### config.mk
export PLATFORM = sky130hd
export DESIGN_NAME = rx_word_deser
export DESIGN_NICKNAME = d
export VERILOG_FILES = /design/src/rtl/rx_word_deser.sv
export SDC_FILE = /design/constraint.sdc
export NUM_CORES = 1
export LEC_CHECK = 0
export BUFFER_PORTS_ARGS = -buffer_cell sky130_fd_sc_hd__buf_2
export CORE_UTILIZATION = 25
export DETAILED_ROUTE_END_ITERATION = 10
export HOLD_SLACK_MARGIN = 0.03
export PLACE_DENSITY = 0.48
export SLEW_MARGIN = 40
export SYNTH_ARGS = -nofsm -noshare
export SYNTH_HDL_FRONTEND = slang
export SYNTH_SLANG_ARGS = --single-unit
export TNS_END_PERCENT = 50
### constraint.sdc
create_clock -name clk -period 2.1 [get_ports clk]
set_clock_uncertainty 0.2 [all_clocks]
set_input_delay 0.63 -clock clk [delete_from_list [all_inputs] [get_ports clk]]
set_output_delay 0.63 -clock clk [all_outputs]
set_load 0.1 [all_outputs]
### src/rtl/rx_word_deser.sv
// rx_word_deser: bipolar RZ bit deserializer with hold-until-ack word output.
// Optional odd-parity check on committed words under RX_PARITY_CHK_EN.
module rx_word_deser #(
  parameter int NBIT = 32,
  parameter int CW   = 6
) (
  input  logic            clk,
  input  logic            rst,
  input  logic            ce,
  input  logic            res,
  input  logic            RXP,
  input  logic            RXN,
  input  logic            ack,
  output logic [NBIT-1:0] data,
  output logic            word_rdy,
  output logic            err_len,
  output logic            err_code,
  output logic            ovr,
  output logic            par_err
);
  typedef enum logic [1:0] {SYNC, IDLE, RECV, DISC} state_t;
  state_t          r_st, w_nx;
  logic            r_tp, r_tn;
  logic [NBIT-1:0] r_sr;
  logic [CW-1:0]   r_cnt;
  logic            w_pb, w_nb, w_code, w_gap, w_pulse, w_full;
  logic            w_shift, w_commit, w_lerr;
  assign w_pb    = RXP & ~r_tp;
  assign w_nb    = RXN & ~r_tn;
  assign w_code  = RXP & RXN;
  assign w_gap   = ce & res;
  // a gap outranks any edge in the same sample; a both-lines sample is never a bit
  assign w_pulse = ce & ~res & ~w_code & (w_pb ^ w_nb);
  assign w_full  = r_cnt == CW'(NBIT);
  always_comb begin
    w_nx     = r_st;
    w_shift  = 1'b0;
    w_commit = 1'b0;
    w_lerr   = 1'b0;
    case (r_st)
      SYNC: w_nx = w_gap ? IDLE : SYNC;
      IDLE: begin
        w_nx    = w_pulse ? RECV : IDLE;
        w_shift = w_pulse;
      end
      RECV: begin
        w_nx     = w_gap ? IDLE : (w_pulse & w_full) ? DISC : RECV;
        w_commit = w_gap & w_full;
        w_lerr   = w_gap & ~w_full;
        w_shift  = ~w_gap & w_pulse & ~w_full;
      end
      DISC: begin
        w_nx   = w_gap ? IDLE : DISC;
        w_lerr = w_gap;
      end
      default: w_nx = SYNC;
    endcase
  end
  always_ff @(posedge clk) begin
    if (rst) begin
      r_st     <= SYNC;
      r_tp     <= 1'b0;
      r_tn     <= 1'b0;
      r_sr     <= '0;
      r_cnt    <= '0;
      data     <= '0;
      word_rdy <= 1'b0;
      err_len  <= 1'b0;
      err_code <= 1'b0;
      ovr      <= 1'b0;
    end else begin
      r_st <= w_nx;
      if (ce) begin
        r_tp <= RXP;
        r_tn <= RXN;
      end
      if (w_shift) r_sr <= {w_pb, r_sr[NBIT-1:1]};
      r_cnt    <= w_shift ? r_cnt + CW'(1) : (w_nx == IDLE ? '0 : r_cnt);
      err_code <= ce & w_code;
      err_len  <= w_lerr;
      // commit outranks a coincident ack, and an acked overwrite is not an overrun
      word_rdy <= w_commit | (word_rdy & ~ack);
      ovr      <= ~ack & (ovr | (w_commit & word_rdy));
      if (w_commit) data <= r_sr;
    end
  end
`ifdef RX_PARITY_CHK_EN
  always_ff @(posedge clk) begin
    if (rst) par_err <= 1'b0;
    else if (w_commit) par_err <= ~(^r_sr);
  end
`else
  assign par_err = 1'b0;
`endif
endmodule

# Word level (Yosys, flattened, before mapping)
# Index checks and enable logic that the tools add are counted.
# totals
word_cells	55
input_bits	7
out_inout_bits	37
reg_bits	78
# classes
reduce_logical	2
add_sub_neg	1
n_bitwise	26
mux	11
eq_ne	5
# ops
cell	n
AND 1 bit	16
two-way mux 6 bit	2
case mux 2 bit (4 select lines)	1
inverter 1 bit	7
adder 6 x 1 -> 6 bit, second input constant	1
equality test 6 bit, second input constant	1
two-way mux 2 bit	3
equality test 2 x 1 -> 1 bit, second input constant	2
equality test 2 bit, second input constant	2
case mux 1 bit (2 select lines)	2
two-way mux 1 bit	3
logical NOT 2 bit	1
bitwise OR 1 bit	2
nonzero test 2 bit	1
bitwise XOR 1 bit	1

# Longest topological paths before layout
# Gate-level depths: netlist of the first run.
# logic_depth
word_depth	11
mapped_depth	7
mapped_depth_nobuf	6

# Least setup slack after synthesis of the first run
# No wires, ideal clock.
# synth_path
kind	input to register
from	in RXN
to	reg r_cnt[5]
required_ns	1.814
setup_time_ns	0.086
path_stages	4
path_buffers	0
t_arrival_ns	1.804
slack_ns	0.010
cell_sequence	nor3b_1 -> o21ai_1 -> or4_1 -> a211oi_1
# synth_via
elab_chain_len	10
elab_cells_between_ends	17
cone_classes	1 x eq/ne; 6 x mux; 9 x bitwise; 1 x reduce/logical
# synth_rtl
element	line	source
start: declaration	12	input logic RXN,
AND 1 bit	30	assign w_code = RXP & RXN;
inverter 1 bit	33	assign w_pulse = ce & ~res & ~w_code & (w_pb ^ w_nb);
AND 1 bit	33	
AND 1 bit (*)	33	
AND 1 bit	47	w_nx = w_gap ? IDLE : (w_pulse & w_full) ? DISC : RECV;
two-way mux 1 bit	47	
two-way mux 2 bit	47	
case mux 2 bit (4 select lines)	40	case (r_st)
equality test 2 x 1 -> 1 bit	78	r_cnt <= w_shift ? r_cnt + CW'(1) : (w_nx == IDLE ? '0 : r_cnt);
nonzero test 2 bit (no source line)	-	
end signal: assignment	78	
end: declaration	25	logic [CW-1:0] r_cnt;
# Mark *: on every way between the ends. The rest lies on a longest branch, timed or not.
# A chain may end at the register's enable or synchronous reset.

# Worst setup path after layout of the first run
# layout_path
from	reg r_cnt[1]
to	reg data[25]
# layout_via
elab_chain_len	3
# layout_rtl
element	line	source
equality test 6 bit	34	assign w_full = r_cnt == CW'(NBIT);
AND 1 bit	48	w_commit = w_gap & w_full;
two-way mux 1 bit	40	
end signal: assignment	84	if (w_commit) data <= r_sr;
end: declaration	14	output logic [NBIT-1:0] data,
# Every way passes these cells.

==> run_results.csv, run 1 <==
group,metric,value,unit
worst_hold_path,worstHoldStart,"data[11]",
route,wl,7870,µm
run_status,violations,"negative setup slack",
setup_path,worstSetupStartpointType,"flip-flop",
power,p_per_area,770,mW/mm²
setup_path,path_class,"flip-flop to flip-flop",
timing,min_period,2150,ps
timing,setup_viol_count_final,17,
synthesis,yosysSeqAreaShare,49.3,%
timing,rsz0062_at_grt,"true",
cts,insertion_delay,330,ps
route,vias_per_cell,4.68,
cells_and_area,drive_gt1_share,30.2,%
placement,dpl-instance-area,0.00372,mm²
route,wire_per_inst,12.9,µm
placement,dp_hpwl,4810,µm
synthesis,synth_seq_cells,78,
cts,h-tree-depth,3,
cells_and_area,post-route-util,35.0,%
power,vdd_drop_max,0.356,mV
die,die_w,115,µm
die,initial_core_util,26.0,%
route,drtAntennaViolNets,0,
global_routing,grt_pass1_wl,12700,µm
cells_and_area,area_delta_synth_final,34.6,%
global_routing,grt_max_degree,41,
route,drc,0,
cells_and_area,fillers,1276,
timing,worst_slack,-52.4,ps
cells_and_area,finalNonFillerCells,608,
synthesis,syn_inst,376,
global_routing,grt.overflow.total,0,
die,coreArea,0.0122,mm²
cts,clk_pin_slew,60,ps
job,max_cap_viol_count,0,
power,power_leakage,1.54,nW
placement,io_buffer_count,42,
cts,cts-root-buf,"clkbuf_16",
timing,fin_crit_sh,102,%
synthesis,yosysWarnings,0,
cts,numCtsBuffers,9,
setup_path,startpoint,"r_cnt[1]",
cts,cts_tree,"built",
cells_and_area,final_nets,448,
die,die_area,0.0131,mm²
synthesis,syn_area,0.00317,mm²
route,drtIter0Drc,170,
die,core.rowCount,40,
cells_and_area,antenna_cells,0,
global_routing,grt_pass1_vias,2676,
route,vias,2846,
global_routing,grt_usage,12.3,%
global_routing,antenna_found_initial,0,
setup_path,arrival,2220,ps
worst_hold_path,min_path_type,"flip-flop to flip-flop",
setup_path,cp_max_fo,6,
cts,clockBufferDepth,2,
synthesis,ys_types,41,
synthesis,syn_nets,389,
die,ios,44,
setup_path,required,2170,ps
route,firstDrtPassIters,4,
placement,placed_cells,582,
timing,clock.fmax,465,MHz
timing,hold_violations,0,
setup_path,timing.rr.start,"r_cnt[1]",
cts,clock_sinks,78,
die,die_h,115,µm
synthesis,avgSynthCellArea,8.42,µm²
timing,drv_slew,0,
setup_path,cp-end-kind,"flip-flop",
run_status,status,"complete, but fails checks",
placement,gp_congestion,0.685,
cells_and_area,fin_area,0.00426,mm²
-- worst max-delay path, cell delays in order (launching register included) --
cell,delay [ps]
dfxtp_2,320
inv_2,70
ha_4,130
or4b_4,470
nor4_4,300
buf_4,190
buf_8,130
buf_12,110
nand2_1,40
a21oi_1,110
-- registers in the layout, summed over array words and instances, names as in the netlist, 2 cells and up --
name   flops
data      32
r_st       2
r_cnt      6
r_sr      32
-- cells in the mapped netlist --
cell,number,area [µm²]
o22ai_1,1,6.26
nor2_1,6,22.5
nor4b_2,1,15.0
o32ai_1,3,26.3
and2_1,1,6.26
o21a_1,1,7.51
a31o_2,1,8.76
a2111oi_0,1,8.76
xnor2_1,2,17.5
o21bai_1,1,7.51
nand2_1,67,251
dfxtp_1,78,1560
a211oi_1,2,15.0
a21oi_2,14,123
a21oi_1,54,270
nand4b_1,1,8.76
or4b_4,1,13.8
o21ai_1,1,5.00
clkbuf_1,23,86.3
nor2b_1,1,6.26
and3_1,1,6.26
nand2b_1,4,25.0
o31ai_1,1,7.51
mux2i_1,4,40.0
buf_6,3,33.8
or4_1,1,7.51
nand3_1,34,170
nor3_1,4,20.0
or3_1,1,6.26
inv_1,10,37.5
or2b_1,2,15.0
o21ai_0,34,170
conb_1,1,3.75
buf_4,1,7.51
a31oi_1,1,6.26
nor3b_1,3,22.5
ha_1,6,75.1
buf_1,2,7.51
nor4_4,1,21.3
a221oi_1,1,8.76
nand4_1,1,6.26
-- through the flow --
| step | setup slack, ps | hold slack [ps] | setup TNS, ps | power, W |
|---|---|---|---|---|
| finish | -52.4 | 251 | -456 | 0.00328 |
| global route | -126 | 271 | -2990 | 0.00341 |
| CTS | 12.3 | 252 | 0 | 0.00334 |
| detailed placement | -98.0 | 244 | -672 | 0.00164 |
| global placement | -83.6 | 238 | -311 | 0.00164 |
| floorplan | 10.3 | 233 | 0 | 0.00158 |
-- routing by layer --
metal | track usage (%) | vias up | share of wire, %
li1 | - | 1413 | -
met1 | 15.1 | 1381 | 48
met2 | 20.8 | 41 | 47
met3 | 3.49 | 11 | 3.5
met4 | 4.16 | 0 | 1.2
met5 | 0 | - | 0
-- layout make-up --
type | count | area, µm² | share of cell area, %
clock buffer | 11 | 243 | 5.70
clock inverter | 5 | 81.3 | 1.91
inverter | 10 | 37.5 | 0.881
multi-input combinational | 259 | 1530 | 35.8
sequential | 78 | 1570 | 36.7
tap | 168 | 210 | 4.93
timing repair buffer | 77 | 597 | 14.0
-- what timing repair did --
action | 4_1_cts | 5_1_grt
buffers inserted | 0 | 8
gates resized for setup | 1 | 34
gates cloned | 0 | 2
endpoints found under the setup margin | 1 | 69
pin swaps | 0 | 16
hold buffers | 0 | 0
-- power breakdown --
group	switching (W)	leakage, nW	internal [W]	total (W)
registers	0.00000175	0.630	0.00148	0.00148
logic	0.0000804	0.755	0.0000404	0.000121
clock network	0.000601	0.156	0.00108	0.00168
total	0.000684	1.54	0.00260	0.00328
-- cell usage in the layout (no fill, tap or decap), types with 4 or more instances in the layout --
| cell type | synthesis | final |
|---|---|---|
| buf_2 | 0 | 43 |
| nand2b_1 | 4 | 4 |
| mux2i_1 | 4 | 4 |
| nor2_1 | 6 | 6 |
| clkbuf_16 | 0 | 9 |
| a21oi_2 | 14 | 19 |
| ha_1 | 6 | 4 |
| buf_12 | 0 | 8 |
| nand2_1 | 67 | 62 |
| nand3_1 | 34 | 34 |
| inv_1 | 10 | 8 |
| o21ai_0 | 34 | 33 |
| buf_4 | 1 | 22 |
| dfxtp_1 | 78 | 75 |
| a21oi_1 | 54 | 49 |
-- path summary, 6_finish.rpt --
kind | endpoint | slack, ps | depth (start not counted)
max | data[25] | -50 | 9
min | data[11] | 250 | 2
max reg2reg | data[25] | -50 | 9
min reg2reg | data[11] | 250 | 2
-- logic make-up (layout without fill, tap and decap cells) --
kind of cell | Yosys count | in the layout | share of synthesized area [%]
AOI/OAI and AO/OA | 116 | 116 | 21.2
adders and majority gates | 6 | 6 | 2.37
buffers and inverters | 39 | 103 | 5.45
muxes | 4 | 4 | 1.26
DFF | 78 | 78 | 49.3
xor gates and xnor gates | 2 | 2 | 0.553
and+or+nand+nor | 130 | 130 | 19.7
other | 1 | 1 | 0.118
Note: power is estimated with default switching activity, not from simulation.
==> inputs of run 2 (changes only) <==
ABC_AREA = 1   (was default)
==> run_results.csv, run 2 <==
group,metric,value,unit
synthesis,synth_seq_cells,78,
global_routing,grt_usage,10.8,%
cells_and_area,area_delta_synth_final,23.5,%
die,ios,44,
cts,clock_sinks,78,
setup_path,max_stage_delay,430,ps
setup_path,worstSetupStartpointType,"flip-flop",
synthesis,syn_inst,392,
timing,fin_crit_sh,91.8,%
cells_and_area,fin_area,0.00374,mm²
die,initial_core_util,26.1,%
setup_path,cp_max_fo,2,
synthesis,avgSynthCellArea,7.73,µm²
cells_and_area,fillers,1236,
route,vias,2448,
placement,gp_congestion,0.749,
setup_path,slowest_stage,"buf_2",
route,wire_per_inst,10.6,µm
placement,pre_cts_ws,10.7,ps
route,wl,6140,µm
cells_and_area,layout_common_cells,"nor2_1, dfxtp_1, o21ai_0",
synthesis,yosysWarnings,0,
timing,hold_violations,0,
synthesis,syn_area,0.00303,mm²
global_routing,grt_max_degree,68,
run_status,violations,"design-rule violations",
route,vias_per_cell,4.21,
placement,placed_cells,565,
synthesis,ys_types,24,
worst_hold_path,min_path_type,"flip-flop to flip-flop",
synthesis,yosysTopAreaCellShare,51.5,%
route,firstDrtPassIters,9,
cells_and_area,final_nets,446,
route,drtAntennaViolNets,0,
placement,io_buffer_count,42,
die,die_h,112,µm
route,drc,4,
cts,clk_pin_slew,60,ps
timing,clock.fmax,519,MHz
cells_and_area,layout_commonest_cell,"nor2_1",
die,core.rowCount,39,
timing,min_period,1930,ps
synthesis,yosysSeqAreaShare,51.5,%
setup_path,cp-end-kind,"primary output",
setup_path,worst-path-buf-inv,1,
die,die_area,0.0126,mm²
run_status,status,"complete, but fails checks",
cts,cts_setup_buffers,0,
cts,numCtsBuffers,9,
setup_path,arrival,1100,ps
timing,worst_slack,172,ps
synthesis,synth-edff-count,0,
setup_path,path_class,"flip-flop to primary output",
cts,cts-root-buf,"clkbuf_16",
cells_and_area,top_regs,"data (32), r_sr (32), r_cnt (6)",
synthesis,synth_area_leader_cell,"dfxtp_1",
synthesis,async_flop_share,0,%
cells_and_area,drive_gt1_share,18.9,%
setup_path,reg2reg_depth,9,
setup_path,timing.rr.end,"data[0]",
die,die_w,112,µm
power,p_per_area,874,mW/mm²
cts,insertion_delay,340,ps
setup_path,reg2reg_slack,220,ps
global_routing,grt.overflow.total,0,
cells_and_area,finalNonFillerCells,581,
setup_path,crit_family,"buffers and inverters",
setup_path,crit_chain,"buf_2",
global_routing,grt_pass1_vias,2400,
cts,cts_tree,"built",
worst_hold_path,worstHoldStart,"ovr",
route,drtIter0Drc,127,
job,max_cap_viol_count,0,
setup_path,timing.rr.start,"r_cnt[0]",
global_routing,grt_pass1_wl,10700,µm
power,power_leakage,1.56,nW
synthesis,synth_common_cells,"nor2_1, dfxtp_1, o21ai_0, nand2_1, inv_1",
timing,drv_slew,0,
cells_and_area,antenna_cells,0,
placement,dpl-instance-area,0.00342,mm²
global_routing,antenna_found_initial,0,
synthesis,syn_nets,405,
timing,setup_viol_count_final,0,
synthesis,synth.most_common_cell,"nor2_1",
synthesis,synth-main-ff-cell,"dfxtp_1",
power,total_power,0.00327,W
cts,clockBufferDepth,2,
worst_hold_path,whs_endpoint,"ovr",
setup_path,required,1270,ps
die,coreArea,0.0116,mm²
worst_hold_path,hold_path_depth,2,
placement,dp_hpwl,4010,µm
cts,h-tree-depth,3,
synthesis,synthTopCellsByArea,"dfxtp_1, nor2_1, o21ai_0",
power,vdd_drop_max,0.316,mV
-- run 2: area by class of cell --
type	count	area [µm²]	area share, %
multi-input cells	271	1250	33.5
clock buffers	12	246	6.59
flip-flops and latches	78	1560	41.8
repair buffers	53	355	9.50
well taps	143	179	4.78
inverters	20	76.3	2.04
clock inverters	4	70.1	1.87
-- run 2: logic make-up (layout without fill, tap and decap cells) --
kind of cell / Yosys count / count (layout) / synth area share (%)
and+or+nand+nor: 179 / 179 / 24.1
AOI/OAI and AO/OA: 83 / 83 / 13.9
DFF: 78 / 78 / 51.5
buffers and inverters: 43 / 89 / 7.23
adders and majority gates: 6 / 6 / 2.48
xor gates and xnor gates: 2 / 2 / 0.578
other: 1 / 1 / 0.124
-- run 2: where the power goes --
group / switching (W) / internal (W)
Sequential: 0.00000496 / 0.00149
Combinational: 0.0000824 / 0.0000421
Clock: 0.000582 / 0.00107
-- run 2: metrics by stage --
| stage | utilization, % | TNS [ps] | hold WS (ps) |
|---|---|---|---|
| finish | 32.2 | 0 | 270 |
| global placement | 29.5 | 0 | 244 |
| floorplan | - | 0 | 249 |
| global route | 32.2 | -10.5 | 306 |
| CTS | 32.2 | 0 | 272 |
| detailed placement | 29.5 | 0 | 246 |
-- run 2: per-layer routing --
layer | wire, µm | vias up | global-route usage, % | share of wire (%)
met1 | 2870 | 1081 | 12.0 | 47
met4 | 125 | 0 | 5.33 | 2.0
met3 | 251 | 10 | 3.67 | 4.1
li1 | - | 1327 | - | -
met2 | 2900 | 30 | 18.6 | 47
met5 | 0 | - | 0 | 0
-- run 2: worst max-delay path by stage --
stage,from,end,depth (start not counted)
final,data[29],data[29],1
after global routing,r_cnt[0],data[6],9
after CTS,r_cnt[0],data[0],9
after detailed placement,res,r_cnt[2],11
after global placement,res,r_cnt[2],11
after floorplan,RXP,r_sr[30],12
-- run 2: what timing repair did --
item / in CTS / in global routing
hold buffers: 0 / 0
resized for setup: 0 / 1
endpoints found under the setup margin: 0 / 19
==> inputs of run 3 (changes only) <==
RECOVER_POWER = 50   (was default)
==> run_results.csv, run 3 (synthesis results as in run 2) <==
group,metric,value,unit
cells_and_area,area_delta_synth_final,22.8,%
cts,clk_pin_slew,60,ps
timing,worst_slack,172,ps
setup_path,worstSetupStartpointType,"flip-flop",
route,wl,6150,µm
setup_path,max_stage_delay,430,ps
cts,cts-root-buf,"clkbuf_16",
cells_and_area,layout_common_cells,"nor2_1, dfxtp_1, o21ai_0",
global_routing,grt_pass1_vias,2400,
die,die_w,112,µm
setup_path,reg2reg_slack,220,ps
cells_and_area,drive_gt1_share,18.7,%
job,max_cap_viol_count,0,
power,p_int,0.00260,W
setup_path,cp-end-kind,"primary output",
cts,ctsResizeCount,0,
cts,cts_setup_buffers,0,
worst_hold_path,min_path_type,"flip-flop to flip-flop",
setup_path,timing.rr.end,"data[0]",
setup_path,reg2reg_depth,9,
power,comb_power_share,3.7,%
power,total_power,0.00326,W
setup_path,critical_path_depth,1,
timing,fin_crit_sh,91.8,%
placement,dp_hpwl,4010,µm
placement,gp_congestion,0.749,
global_routing,grt_pass1_wl,10700,µm
route,vias_per_cell,4.21,
placement,dpl-instance-area,0.00342,mm²
timing,holdWs,270,ps
die,ios,44,
setup_path,path_class,"flip-flop to primary output",
route,drtIter0Drc,123,
setup_path,arrival,1100,ps
timing,clock.fmax,519,MHz
timing,min_period,1930,ps
die,coreArea,0.0116,mm²
power,p_seq_share,45.7,%
route,drc,4,
cts,clock_sinks,78,
global_routing,grt_max_degree,68,
cells_and_area,layout_commonest_cell,"nor2_1",
timing,worst_pin_slew,898,ps
cts,cts_tree,"built",
setup_path,cp_max_fo,2,
setup_path,slowest_stage,"buf_2",
cts,clockBufferDepth,2,
route,vias,2448,
run_status,violations,"design-rule violations",
route,firstDrtPassIters,9,
route,wire_per_inst,10.6,µm
power,power_leakage,1.55,nW
cts,insertion_delay,330,ps
die,core.rowCount,39,
cells_and_area,top_regs,"data (32), r_sr (32), r_cnt (6)",
power,p_sw_share,20.5,%
cells_and_area,final_nets,446,
setup_path,worst-path-buf-inv,1,
die,die_h,112,µm
cells_and_area,post-route-util,32.0,%
route,drtAntennaViolNets,0,
global_routing,grt_usage,10.8,%
setup_path,required,1270,ps
setup_path,crit_family,"buffers and inverters",
setup_path,timing.rr.start,"r_cnt[0]",
power,p_sw,0.000669,W
placement,pre_cts_ws,10.7,ps
die,die_area,0.0126,mm²
global_routing,antenna_found_initial,0,
power,p_per_area,877,mW/mm²
setup_path,startpoint,"data[29]",
placement,io_buffer_count,42,
cts,numCtsBuffers,9,
setup_path,crit_path_end,"data[29]",
run_status,status,"complete, but fails checks",
global_routing,grt.overflow.total,0,
cts,h-tree-depth,3,
cts,cts_hold_buf,0,
timing,max_slew_margin,40.1,%
power,vdd_drop_max,0.316,mV
setup_path,crit_chain,"buf_2",
power,power_frac_clock,50.6,%
timing,drv_slew,0,
timing,setup_viol_count_final,0,
timing,hold_violations,0,
die,initial_core_util,26.1,%
cells_and_area,antenna_cells,0,
cells_and_area,fin_area,0.00372,mm²
==> run 3: metrics by stage <==
stage          TNS, ps  std cells
2_1_floorplan        0        392
3_3_place_gp         0        565
3_5_place_dp         0        565
4_1_cts              0        581
5_1_grt          -14.4        581
6_report             0        581
==> run 3: area by class of cell <==
class,instances,area (µm²)
Clock buffer,12,246
Clock inverter,4,70.1
Fill cell,1237,7890
Inverter,20,76.3
Multi-Input combinational cell,271,1250
Sequential cell,78,1560
Tap cell,143,179
Timing Repair Buffer,53,337
==> run 3: routing by layer <==
metal | vias to the layer above | part of all wire (%) | GRT usage [%]
li1 | 1327 | - | -
met1 | 1082 | 47 | 12.0
met2 | 29 | 47 | 18.6
met3 | 10 | 4.1 | 3.67
met4 | 0 | 2.0 | 5.33
met5 | - | 0 | 0
==> run 3: power by group through the flow <==
stage / Sequential (W) / Clock [W] / Combinational [W]
after floorplan: 0.00153 / 0 / 0.0000899
after global placement: 0.00152 / 0 / 0.000127
after detailed placement: 0.00152 / 0 / 0.000127
after CTS: 0.00149 / 0.00170 / 0.000127
after global routing: 0.00149 / 0.00178 / 0.000140
final: 0.00149 / 0.00165 / 0.000121
==> run 3: worst min-delay path by stage <==
stage	from	endpoint	slack (ps)	depth (start not counted)
3_5_place_dp	ovr	ovr	250	2
3_3_place_gp	ovr	ovr	240	2
5_1_grt	data[25]	data[25]	310	2
6_report	ovr	ovr	270	2
2_1_floorplan	r_sr[0]	r_sr[0]	250	2
4_1_cts	ovr	ovr	270	2
